**src/rtl/calc_cmd_responder_if.sv**
```systemverilog
// Calculator command pin bundle between the commander and the responder datapath.
// Latency: none (wires only).
// Backpressure: none; the commander re-arms the strobe only after busy falls.
interface calc_cmd_responder_if;
    logic       op_strobe;
    logic [3:0] opcode;
    logic [7:0] operand;
    logic [7:0] result;
    logic [2:0] flags;
    logic       busy;
    logic       done;

    // Commander drives the strobe and command fields and observes the responder status.
    modport master (
        output op_strobe, opcode, operand,
        input  result, flags, busy, done
    );

    // Responder samples the command and drives result/status.
    modport slave (
        input  op_strobe, opcode, operand,
        output result, flags, busy, done
    );
endinterface

```
**src/rtl/calc_cmd_responder.sv**
```systemverilog
// Executes strobed calculator commands on an 8-bit accumulator, flags {C,Z,X}.
// Latency: strobe first sampled high at T0 -> latch at T(SYNC_STAGES) -> result/done at T(SYNC_STAGES+1).
// Backpressure: none; a rising edge seen while executing is dropped, not queued.
module calc_cmd_responder #(
    parameter int         SYNC_STAGES = 2,      // legal range 2..3
    parameter logic [7:0] ACC_RESET   = 8'h00
) (
    input  logic                clk,
    input  logic                rst,
    calc_cmd_responder_if.slave cmd_if
);

    typedef enum logic {ST_IDLE, ST_EXEC} state_t;

    localparam logic [3:0] OP_ADD = 4'h0, OP_SUB = 4'h1, OP_OR  = 4'h2, OP_AND = 4'h3;
    localparam logic [3:0] OP_XOR = 4'h4, OP_LSL = 4'h5, OP_LSR = 4'h6, OP_ASR = 4'h7;
    localparam logic [3:0] OP_NEG = 4'h8, OP_INV = 4'h9, OP_REV = 4'hA;
    localparam logic [3:0] OP_LT  = 4'hD, OP_GT  = 4'hE, OP_EQ  = 4'hF;

    logic [SYNC_STAGES-1:0] sync_q;
    logic                   prev_q;
    logic                   fire;

    state_t     state_q;
    logic [3:0] op_q;
    logic [7:0] opnd_q;
    logic [7:0] acc_q;
    logic [2:0] flags_q;
    logic       busy_q;
    logic       done_q;

    logic [7:0] acc_d;
    logic [2:0] flags_d;

    // Synchronize the async strobe; history preset high so a strobe held across reset never fires.
    always_ff @(posedge clk) begin
        if (rst) begin
            sync_q <= '1;
            prev_q <= 1'b1;
        end else begin
            sync_q <= {sync_q[SYNC_STAGES-2:0], cmd_if.op_strobe};
            prev_q <= sync_q[SYNC_STAGES-1];
        end
    end

    assign fire = sync_q[SYNC_STAGES-1] & ~prev_q;

    // Accumulator next value and flags for the latched command.
    always_comb begin
        logic [8:0] sum9;
        logic [8:0] diff9;
        logic       c;
        logic       x;
        logic       rsv;
        sum9  = {1'b0, acc_q} + {1'b0, opnd_q};
        diff9 = {1'b0, acc_q} - {1'b0, opnd_q};
        acc_d = acc_q;
        c     = 1'b0;
        x     = 1'b0;
        rsv   = 1'b0;
        case (op_q)
            OP_ADD: begin
                acc_d = sum9[7:0];
                c     = sum9[8];
                x     = (acc_q[7] == opnd_q[7]) && (sum9[7] != acc_q[7]);
            end
            OP_SUB: begin
                acc_d = diff9[7:0];
                c     = diff9[8];
                x     = (acc_q[7] != opnd_q[7]) && (diff9[7] != acc_q[7]);
            end
            OP_OR:  acc_d = acc_q | opnd_q;
            OP_AND: acc_d = acc_q & opnd_q;
            OP_XOR: acc_d = acc_q ^ opnd_q;
            OP_LSL: begin
                acc_d = {acc_q[6:0], 1'b0};
                c     = acc_q[7];
            end
            OP_LSR: begin
                acc_d = {1'b0, acc_q[7:1]};
                c     = acc_q[0];
            end
            OP_ASR: begin
                acc_d = {acc_q[7], acc_q[7:1]};
                c     = acc_q[0];
            end
            OP_NEG: begin
                acc_d = 8'h00 - acc_q;
                c     = (acc_q != 8'h00);
                x     = (acc_q == 8'h80);
            end
            OP_INV: acc_d = ~acc_q;
            OP_REV: begin
                for (int i = 0; i < 8; i++) begin
                    acc_d[i] = acc_q[7-i];
                end
            end
            OP_LT:  x = (acc_q <  opnd_q);
            OP_GT:  x = (acc_q >  opnd_q);
            OP_EQ:  x = (acc_q == opnd_q);
            default: rsv = 1'b1;   // reserved opcodes leave acc alone and clear every flag
        endcase
        flags_d = rsv ? 3'b000 : {c, (acc_d == 8'h00), x};
    end

    // Command FSM: latch on a fresh edge, execute next cycle; reset mid-command discards it.
    always_ff @(posedge clk) begin
        if (rst) begin
            state_q <= ST_IDLE;
            op_q    <= 4'h0;
            opnd_q  <= 8'h00;
            acc_q   <= ACC_RESET;
            flags_q <= 3'b000;
            busy_q  <= 1'b0;
            done_q  <= 1'b0;
        end else begin
            case (state_q)
                ST_IDLE: begin
                    done_q <= 1'b0;
                    if (fire) begin
                        op_q    <= cmd_if.opcode;
                        opnd_q  <= cmd_if.operand;
                        busy_q  <= 1'b1;
                        state_q <= ST_EXEC;
                    end
                end
                default: begin
                    acc_q   <= acc_d;
                    flags_q <= flags_d;
                    done_q  <= 1'b1;
                    busy_q  <= 1'b0;
                    state_q <= ST_IDLE;
                end
            endcase
        end
    end

    assign cmd_if.result = acc_q;
    assign cmd_if.flags  = flags_q;
    assign cmd_if.busy   = busy_q;
    assign cmd_if.done   = done_q;

endmodule
```
**src/flat_wrapper.sv**
```systemverilog
// flat-port wrapper written by rule: the top's interface ports become plain ports
module calc_cmd_responder_flat 
#(
    parameter int         SYNC_STAGES = 2,                         
    parameter logic [7:0] ACC_RESET   = 8'h00
)
  (clk, rst, cmd_if_op_strobe, cmd_if_opcode, cmd_if_operand, cmd_if_result, cmd_if_flags, cmd_if_busy, cmd_if_done);
  calc_cmd_responder_if cmd_if_i ();
  input  logic clk;
  input  logic rst;
  input wire logic [$bits(cmd_if_i.op_strobe)-1:0] cmd_if_op_strobe;
  input wire logic [$bits(cmd_if_i.opcode)-1:0] cmd_if_opcode;
  input wire logic [$bits(cmd_if_i.operand)-1:0] cmd_if_operand;
  output wire logic [$bits(cmd_if_i.result)-1:0] cmd_if_result;
  output wire logic [$bits(cmd_if_i.flags)-1:0] cmd_if_flags;
  output wire logic [$bits(cmd_if_i.busy)-1:0] cmd_if_busy;
  output wire logic [$bits(cmd_if_i.done)-1:0] cmd_if_done;
  assign cmd_if_i.op_strobe = cmd_if_op_strobe;
  assign cmd_if_i.opcode = cmd_if_opcode;
  assign cmd_if_i.operand = cmd_if_operand;
  assign cmd_if_result = cmd_if_i.result;
  assign cmd_if_flags = cmd_if_i.flags;
  assign cmd_if_busy = cmd_if_i.busy;
  assign cmd_if_done = cmd_if_i.done;
  calc_cmd_responder #(.SYNC_STAGES(SYNC_STAGES), .ACC_RESET(ACC_RESET)) u_core (.clk(clk), .rst(rst), .cmd_if(cmd_if_i));
endmodule
```
**config.mk**
```make
export PLATFORM = sky130hd
export DESIGN_NAME = calc_cmd_responder_flat
export DESIGN_NICKNAME = d
export VERILOG_FILES = /design/src/rtl/calc_cmd_responder_if.sv /design/src/rtl/calc_cmd_responder.sv /design/src/flat_wrapper.sv
export SDC_FILE = /design/constraint.sdc
export NUM_CORES = 1
export LEC_CHECK = 0
export CORE_MARGIN = 3
export CORE_UTILIZATION = 35
export CTS_CLUSTER_DIAMETER = 200
export CTS_CLUSTER_SIZE = 12
export DETAILED_ROUTE_END_ITERATION = 8
export PLACE_DENSITY = 0.54
export SLEW_MARGIN = 10
export SYNTH_ARGS = -nofsm -noshare
export SYNTH_HDL_FRONTEND = slang
export SYNTH_SLANG_ARGS = --single-unit
```
**constraint.sdc**
```tcl
create_clock -name clk -period 3.6 [get_ports clk]
set_input_delay 0.72 -clock clk [delete_from_list [all_inputs] [get_ports clk]]
set_output_delay 0.72 -clock clk [all_outputs]
set_load 0.03 [all_outputs]
```
# --- Word level (Yosys, flattened, before mapping) ---
# Cells that the tools add are included.
totals:
  ramBits: 0
  wordCells: 55
  ff_bits: 29
  rom_bits: 0
  latch_bits: 0
  input_bits: 15
  memories: 0
  out_inout_bits: 13
classes:
  mux: 6
  magnitude_cmp: 2
  n_eq_ne: 19
  div_mod_pow: 0
  mul: 0
  n_reduce_logical: 9
  n_shift: 0
  n_addsub: 3
  bitwise: 7
op_table:
  columns: ["op", "count"]
  rows:
  - ["$pmux 8 s11", 1]
  - ["$eq 4x4->1 const B", 6]
  - ["$eq 4x3->1 const B", 4]
  - ["$reduce_or 14->1", 1]
  - ["$add 8x8->9", 1]
  - ["$sub 8x8->9", 1]
  - ["$and 8x8->8", 1]
  - ["$eq 4x2->1 const B", 2]
  - ["$eq 8x8->1", 1]
  - ["$eq 8x8->1 const B", 1]
  - ["$gt 8x8->1", 1]
  - ["$logic_not 8->1", 1]
  - ["$lt 8x8->1", 1]
  - ["$not 8->8", 1]
  - ["$or 8x8->8", 1]
  - ["$reduce_bool 8->1", 1]
  - ["$sub 1x8->8 const A", 1]
  - ["$xor 8x8->8", 1]
  - ["$pmux 1 s6", 1]
  - ["$pmux 1 s5", 1]
  - ["$eq 4x1->1 const B", 1]
  - ["$logic_not 4->1", 1]
  - ["$reduce_or 2->1", 2]
  - ["$mux 3", 1]
  - ["other kinds (7)", 12]

# --- Logic depth before layout (Yosys ltp) ---
# Gate-level depths: netlist (run 1).
depth:
  ltp_word: 5
  mapped_depth: 12
  ltp_nobuf: 10

# --- Worst setup path before layout (run 1) ---
# No wires, ideal clock.
synth_timing:
  path_kind: "reg-to-reg"
  start: "reg u_core.acc_q[6] (netlist: u_core.cmd_if.result[6])"
  end: "reg u_core.acc_q[6] (netlist: u_core.cmd_if.result[6])"
  setup_slack_ns: 0.710
  stages_incl_launch_ff: 11
  arrival_ns: 2.762
  required_time_ns: 3.472
  path_buffers: 1
  synth_period_minus_slack_ns: 2.890
  path_cell_list: "dfxtp_1 clkbuf_1 inv_1 ha_1 inv_1 a221oi_1 nor2_1 or4b_4 nor4_2 o31a_1 nor2_1"
synth_via:
  elab_chain_len: 2
  word_cells_on_any_way: 8
  cone_classes: "add/sub (3); mux (1); bitwise (4)"
synth_rtl:
  columns: ["element", "line", "source"]
  rows:
  - ["start, declared", "calc_cmd_responder.sv:27", "logic [7:0] acc_q;"]
  - ["start signal, assigned", "calc_cmd_responder.sv:112", "acc_q <= ACC_RESET;"]
  - ["start signal, assigned", "calc_cmd_responder.sv:128", "acc_q <= acc_d;"]
  - ["$sub 1x8->8, or another cell as far along", "calc_cmd_responder.sv:88", "acc_d = 8'h00 - acc_q;"]
  - ["$pmux 8 s11 *", "calc_cmd_responder.sv:61", "case (op_q)"]
# Mark *: on every way between the ends. The rest lies on a longest branch, timed or not.
# A chain may end at the register's enable or synchronous reset.

# --- Worst setup path in the final report (run 1) ---
layout_timing:
  start: "reg u_core.acc_q[1] (netlist: u_core.cmd_if.result[1])"
  end: "reg u_core.flags_q[1] (netlist: u_core.cmd_if.flags[1])"
layout_via:
  elab_chain_len: 4
  word_cells_on_any_way: 10
  cone_classes: "add/sub (3); mux (2); bitwise (4); reduce/logical (1)"
layout_rtl:
  columns: ["element", "line", "source"]
  rows:
  - ["$sub 1x8->8, or another cell as far along", "calc_cmd_responder.sv:88", null]
  - ["$pmux 8 s11 *", "calc_cmd_responder.sv:61", null]
  - ["$logic_not 8->1 *", "calc_cmd_responder.sv:103", "flags_d = rsv ? 3'b000 : {c, (acc_d == 8'h00), x};"]
  - ["$mux 3 *", "calc_cmd_responder.sv:103", null]
  - ["end signal, assigned", "calc_cmd_responder.sv:129", "flags_q <= flags_d;"]
  - ["end, declared", "calc_cmd_responder.sv:28", "logic [2:0] flags_q;"]
# Marked as above.

==> results of run 1 <==
==> metrics by stage <==
step           std cells  setup WS, ns  hold slack, ns  total power (W)
2_1_floorplan        435         0.710           0.389         0.000415
3_3_place_gp         545         0.408           0.406         0.000461
3_5_place_dp         545         0.393           0.401         0.000461
4_1_cts              553         0.326           0.417         0.000723
5_1_grt              553        0.0401           0.429         0.000745
6_report             553         0.255           0.412         0.000718
==> metal layers <==
layer / GRT usage / wire length [µm]
met3: 0.0310 / 965
met4: 0.0828 / 275
met2: 0.331 / 5050
met1: 0.299 / 4810
met5: 0 / 0
==> area by class of cell <==
cell class | instances | area, µm² | share of cell area
Clock inverter | 2 | 10.0 | 0.00279
Timing Repair Buffer | 40 | 380 | 0.106
Sequential cell | 29 | 581 | 0.162
Tap cell | 108 | 135 | 0.0376
Multi-Input combinational cell | 337 | 2290 | 0.639
Inverter | 31 | 116 | 0.0324
Clock buffer | 6 | 72.6 | 0.0202
==> worst max path at each step <==
stage                                          from                                   end  slack [ns]
5_1_grt        u_core.cmd_if.result[1]$_SDFFE_PP0P_   u_core.cmd_if.flags[1]$_SDFFE_PP0P_        0.04
6_report       u_core.cmd_if.result[1]$_SDFFE_PP0P_   u_core.cmd_if.flags[1]$_SDFFE_PP0P_        0.26
4_1_cts        u_core.cmd_if.result[1]$_SDFFE_PP0P_   u_core.cmd_if.flags[1]$_SDFFE_PP0P_        0.33
3_5_place_dp   u_core.cmd_if.result[1]$_SDFFE_PP0P_   u_core.cmd_if.flags[1]$_SDFFE_PP0P_        0.39
2_1_floorplan  u_core.cmd_if.result[6]$_SDFFE_PP0P_  u_core.cmd_if.result[6]$_SDFFE_PP0P_        0.71
3_3_place_gp   u_core.cmd_if.result[1]$_SDFFE_PP0P_   u_core.cmd_if.flags[1]$_SDFFE_PP0P_        0.41
==> critical path, cell delays in order (launching register included) <==
cell and delay (ns):
dfxtp_1 0.64, inv_1 0.23, ha_1 0.41, a211oi_1 0.48, nor2_1 0.14, a221o_1 0.34, a221oi_1 0.51, o21ai_0 0.17
nand4b_1 0.21, o21ai_1 0.15
==> report_power, final <==
| group | switching (W) | total (W) | leakage, nW | internal (W) |
|---|---|---|---|---|
| clock | 0.000127 | 0.000260 | 0.0450 | 0.000134 |
| sequential | 0.00000886 | 0.000335 | 0.235 | 0.000326 |
| combinational | 0.0000690 | 0.000123 | 0.949 | 0.0000538 |
==> cell families (layout without fill, tap and decap cells) <==
logic type	Yosys count	in the layout	share of synthesized area
buffers and inverters	69	79	0.0924
xor gates and xnor gates	6	6	0.0166
AOI/OAI and AO/OA	136	136	0.291
muxes	9	9	0.0288
adders and majority gates	27	27	0.111
and+or+nand+nor	159	159	0.276
DFF	29	29	0.183
==> sequential cells by signal (all words and copies together) (netlist names) <==
name,count
u_core.op_q,4
u_core.cmd_if.done,1
u_core.cmd_if.flags,3
u_core.cmd_if.busy,1
u_core.state_q,1
u_core.sync_q,2
u_core.prev_q,1
u_core.cmd_if.result,8
u_core.opnd_q,8
==> Yosys cell counts (4+ instances only) <==
master,count,area share
buf_2,12,0.019
inv_1,29,0.034
nor2_1,26,0.031
nor4b_1,6,0.017
nand2_1,44,0.052
mux2i_1,8,0.025
nor3_1,15,0.024
ha_1,25,0.099
nand3b_1,5,0.012
a211oi_1,5,0.012
nand3_1,8,0.013
dfxtp_1,29,0.18
a221oi_1,7,0.019
o22ai_1,8,0.016
or2_2,4,0.0079
o31ai_1,5,0.012
nand2b_1,10,0.020
o21ai_0,12,0.019
xnor2_1,5,0.014
nor2b_1,11,0.022
o21ai_1,6,0.0095
buf_4,5,0.012
o221ai_1,6,0.017
a21o_1,5,0.012
clkbuf_1,21,0.025
a21oi_1,45,0.071
nor4_1,6,0.012
==> summary.txt, run 1 <==
CLOCK TREE
------------------------------------------------------------------------------------------------------
Clock root cell .........................................................................     clkbuf_8
Count of H-tree levels built during CTS .................................................            2
Post-CTS setup repair buffer count ......................................................            0
Clock Sink Count ........................................................................           29
Clk buf depth ...........................................................................            2
Worst-Skew Late Latency .................................................................      0.28 ns
Post-cts hold buffer count ..............................................................            0
TritonCTS clock tree ....................................................................        built
Gates resized, CTS repair ...............................................................            0
Clock transition at the register clock pins on the worst setup and hold paths after CTS .      0.07 ns
Number of buffers added by the clock tree synthesis step ................................            5

FINISH
------------------------------------------------------------------------------------------------------
Total of fill cells in the finished design ..............................................          931
Relative area change from synthesis to final layout .....................................        13.3%
Share of layout cells above drive strength 1 ............................................       0.0742
Most common library cell in the layout ignoring fill and taps ...........................      a21oi_1
Final core occ ..........................................................................        0.410
Leading cell types in the layout, fill and taps excluded ................................ a21oi_1 (45), nand2_1 (44), inv_1 (29), dfxtp_1 (29), clkdlybuf4s50_1 (27)
Total inserted antenna cells ............................................................            0
Post-layout nets ........................................................................          486
Post-route design area ..................................................................     3590 µm²

SETUP PATH
------------------------------------------------------------------------------------------------------
Top fanout value on the critical path ...................................................           12
Setup slack, reg-to-reg .................................................................      0.26 ns
Type of origin of the critical path .....................................................    flip-flop
Worst endpoint required time ............................................................      3.81 ns
Worst reg2reg endpoint .................................................................. u_core.cmd_if.flags[1]$_SDFFE_PP0P_
Number of cell instances on the worst register-to-register path .........................            9
Crit Reg-Reg Startpoint ................................................................. u_core.cmd_if.result[1]$_SDFFE_PP0P_
CP Capture Type .........................................................................    flip-flop
Data arrival time of the critical path ..................................................      3.56 ns
Kind of critical path ...................................................................   reg -> reg

YOSYS
------------------------------------------------------------------------------------------------------
Instance count of the mapped netlist ....................................................          435
Count of unique library cells instantiated by Yosys .....................................           71
Most used flip-flop cell after synthesis ................................................      dfxtp_1
Syn avg cell area .......................................................................     7.28 µm²
Count of flip-flops with a built-in enable after synthesis ..............................            0
Synthesized net count ...................................................................          477
FFs w/ async S/R, synth .................................................................            0
#FFs+latches synth ......................................................................           29
Synthesized area ........................................................................     3170 µm²
Share of the yosys chip area belonging to registers .....................................        0.183
Yosys warning count .....................................................................            0

DRT
------------------------------------------------------------------------------------------------------
DR DRC count ............................................................................            0
DR pass1 iterations .....................................................................            5
Post-detailed-route via-to-cell ratio ...................................................         6.15
Average wire length per cell after detail routing .......................................      20.1 µm
Sum of routed wire length over all layers ...............................................    11,100 µm
Antenna-violating nets left .............................................................            0
Routed via count ........................................................................        3,402
DR iter-0 viols .........................................................................          393

PWR
------------------------------------------------------------------------------------------------------
Leakage .................................................................................      1.23 nW
Worst vdd rail ir drop ..................................................................   0.000174 V
Power density relative to cell area .....................................................   200 nW/µm²

GRT
------------------------------------------------------------------------------------------------------
Largest net degree at the start of global routing .......................................           28
Residual overflow from global routing ...................................................            0
Initial antenna violation count .........................................................            0
Vias in the first global route ..........................................................        3,111
Overall routing resource usage ..........................................................        0.214
Wire length of the first global-routing pass ............................................    17,100 µm

STATUS
------------------------------------------------------------------------------------------------------
Status ..................................................................................    completed

PLACED DESIGN
------------------------------------------------------------------------------------------------------
Routability congestion estimate from global placement ...................................        0.962
Number of buffer cells added on primary ports ...........................................           27
Placement Cell Area .....................................................................     3510 µm²
Dpl hpwl ................................................................................      8190 µm

TIMING
------------------------------------------------------------------------------------------------------
Final period utilization ................................................................        0.929
Max-slew violation total from the final report ..........................................            0
Setup TNS ...............................................................................         0 ns
Worst-margin pin slew ...................................................................     0.951 ns
Worst Clk Skew ..........................................................................   0.00802 ns
Max Fclk ................................................................................      299 MHz
Post-route minimum period ...............................................................      3.34 ns
RSZ-0062 raised after global routing ....................................................        false
# setup viols final .....................................................................            0
Number of hold violations in the final report ...........................................            0
Worst slew slack as a fraction of its limit .............................................        0.361

WORST HOLD PATH
------------------------------------------------------------------------------------------------------
Hold path startpoint .................................................................... u_core.sync_q[0]$_SDFF_PP1_
Number of stages on the worst hold path .................................................            1
Min-delay worst type ....................................................................   reg -> reg
Worst hold path endpoint ................................................................ u_core.sync_q[1]$_SDFF_PP1_

FLOORPLANNING
------------------------------------------------------------------------------------------------------
Overall die area ........................................................................   10,200 µm²
Vertical die dimension ..................................................................       101 µm
Number of placement rows ................................................................           34
Die X-Extent ............................................................................       101 µm
Effective utilization at floorplan ......................................................        0.362
Core region area ........................................................................     8760 µm²
Io pins .................................................................................           28

JOB
------------------------------------------------------------------------------------------------------
Max-cap viol count ......................................................................            0

Note: power is estimated with default switching activity, not from simulation.
==> run 2: changes to the inputs <==
--- a/config.mk
+++ b/config.mk
@@ -10,6 +10,7 @@
 export CTS_CLUSTER_DIAMETER = 200
 export CTS_CLUSTER_SIZE = 12
 export DETAILED_ROUTE_END_ITERATION = 8
+export GPL_TIMING_DRIVEN = 0
 export PLACE_DENSITY = 0.54
 export SLEW_MARGIN = 10
 export SYNTH_ARGS = -nofsm -noshare
==> summary.txt, run 2 (synthesized netlist as in run 1, its figures left out) <==
SETUP PATH
------------------------------------------------------------------------------------------------------
Kind of critical path ...................................................................   reg -> reg
CP Capture Type .........................................................................    flip-flop
Top fanout value on the critical path ...................................................           10
Data arrival time of the critical path ..................................................      3.62 ns
Worst endpoint required time ............................................................      3.82 ns
Slowest cell delay on critical path .....................................................      0.50 ns
Worst path slowest cell .................................................................     a221oi_1
Type of origin of the critical path .....................................................    flip-flop
Crit path max-delay family .............................................................. compound AO/OA/AOI/OAI gates
Critical Path Most Common Cell ..........................................................       nor3_1
Worst path cell trace ................................................................... clkbuf_1 > inv_1 > ha_1 > buf_2 > nor3_1 > nor3_1 > a221o_1 > a221oi_1 > o21ai_0 > nand4b_1 > o21ai_1
Buffering stage count on the worst path with inverters included .........................            3

TIMING
------------------------------------------------------------------------------------------------------
Final period utilization ................................................................        0.945
Setup TNS ...............................................................................         0 ns
RSZ-0062 raised after global routing ....................................................        false
Post-route minimum period ...............................................................      3.40 ns
Number of hold violations in the final report ...........................................            0
Max-slew violation total from the final report ..........................................            0
Worst slew slack as a fraction of its limit .............................................        0.317
# setup viols final .....................................................................            0
Worst-margin pin slew ...................................................................      1.02 ns
Worst Clk Skew ..........................................................................   0.00593 ns
Max Fclk ................................................................................      294 MHz
Tightest hold margin ....................................................................     0.426 ns

PWR
------------------------------------------------------------------------------------------------------
Worst vdd rail ir drop ..................................................................   0.000220 V
Power density relative to cell area .....................................................   198 nW/µm²
Leakage .................................................................................      1.27 nW
Design Power ............................................................................   0.000726 W

GRT
------------------------------------------------------------------------------------------------------
Overall routing resource usage ..........................................................        0.233
Vias in the first global route ..........................................................        3,204
Wire length of the first global-routing pass ............................................    18,300 µm
Initial antenna violation count .........................................................            0
Residual overflow from global routing ...................................................            0
Largest net degree at the start of global routing .......................................           13

DRT
------------------------------------------------------------------------------------------------------
DR iter-0 viols .........................................................................          403
DR pass1 iterations .....................................................................            5
Antenna-violating nets left .............................................................            0
Average wire length per cell after detail routing .......................................      20.5 µm
DR DRC count ............................................................................            0
Sum of routed wire length over all layers ...............................................    11,800 µm
Routed via count ........................................................................        3,509
Post-detailed-route via-to-cell ratio ...................................................         6.08

FLOORPLANNING
------------------------------------------------------------------------------------------------------
Effective utilization at floorplan ......................................................        0.362
Io pins .................................................................................           28
Vertical die dimension ..................................................................       101 µm
Number of placement rows ................................................................           34
Core region area ........................................................................     8760 µm²
Overall die area ........................................................................   10,200 µm²
Die X-Extent ............................................................................       101 µm

CLOCK TREE
------------------------------------------------------------------------------------------------------
Clock root cell .........................................................................     clkbuf_8
Number of buffers added by the clock tree synthesis step ................................            5
Clk buf depth ...........................................................................            2
Clock transition at the register clock pins on the worst setup and hold paths after CTS .      0.07 ns
Worst-Skew Late Latency .................................................................      0.29 ns
TritonCTS clock tree ....................................................................        built
Post-cts hold buffer count ..............................................................            0
Count of H-tree levels built during CTS .................................................            2
Clock Sink Count ........................................................................           29

PLACED DESIGN
------------------------------------------------------------------------------------------------------
Dpl hpwl ................................................................................      8880 µm
Number of buffer cells added on primary ports ...........................................           26
Routability congestion estimate from global placement ...................................        0.976

WORST HOLD PATH
------------------------------------------------------------------------------------------------------
Min-delay worst type ....................................................................   reg -> reg

FINISH
------------------------------------------------------------------------------------------------------
Post-layout nets ........................................................................          510
Total inserted antenna cells ............................................................            0
Leading cell types in the layout, fill and taps excluded ................................ a21oi_1 (45), nand2_1 (44), inv_1 (29), dfxtp_1 (29)
Relative area change from synthesis to final layout .....................................        15.6%
Most common library cell in the layout ignoring fill and taps ...........................      a21oi_1
Share of layout cells above drive strength 1 ............................................       0.0853

STATUS
------------------------------------------------------------------------------------------------------
Status ..................................................................................    completed

JOB
------------------------------------------------------------------------------------------------------
Max-cap viol count ......................................................................            0

-- run 2: where the power goes --
group	total, W	internal (W)	switching, W	leakage [nW]
Combinational	0.000131	0.0000535	0.0000779	0.992
Sequential	0.000331	0.000326	0.00000473	0.235
Clock	0.000264	0.000134	0.000130	0.0450
-- run 2: final cells by class --
cell class              instances  area, µm²
plain buffers                  38        176
clock buffers                   6       72.6
clock inverters                 2       10.0
fillers                       942       5100
inverters                      31        116
multi-input cells             337       2310
flip-flops and latches         29        581
well taps                     108        135
repair buffers                 26        260
-- run 2: through the flow --
stage	instances	util	cell area [µm²]	setup slack, ns
floorplan	435	-	3170	0.710
global placement	569	0.407	3560	0.125
detailed placement	569	0.407	3560	0.0906
CTS	577	0.416	3650	0.0653
global route	577	0.418	3660	0.0232
finish	577	0.418	3660	0.200
-- run 2: worst paths after layout --
kind                                             start  depth (start not counted)  slack (ns)                                   to
setup / recovery  u_core.cmd_if.result[2]$_SDFFE_PP0P_                         11        0.20  u_core.cmd_if.flags[1]$_SDFFE_PP0P_
hold / removal             u_core.sync_q[0]$_SDFF_PP1_                          1        0.43          u_core.sync_q[1]$_SDFF_PP1_
setup reg to reg  u_core.cmd_if.result[2]$_SDFFE_PP0P_                         11        0.20  u_core.cmd_if.flags[1]$_SDFFE_PP0P_
hold reg to reg            u_core.sync_q[0]$_SDFF_PP1_                          1        0.43          u_core.sync_q[1]$_SDFF_PP1_
-- run 2: what timing repair did --
item,CTS,global route
gates resized for setup,0,3
setup buffers,0,0
setup endpoints to repair,0,3
-- run 2: metal layers --
layer	routed length (µm)	GRT usage	part of all wire
met1	5150	0.325	0.44
met3	960	0.0420	0.081
met4	411	0.0890	0.035
met2	5300	0.359	0.45
met5	0	0	0
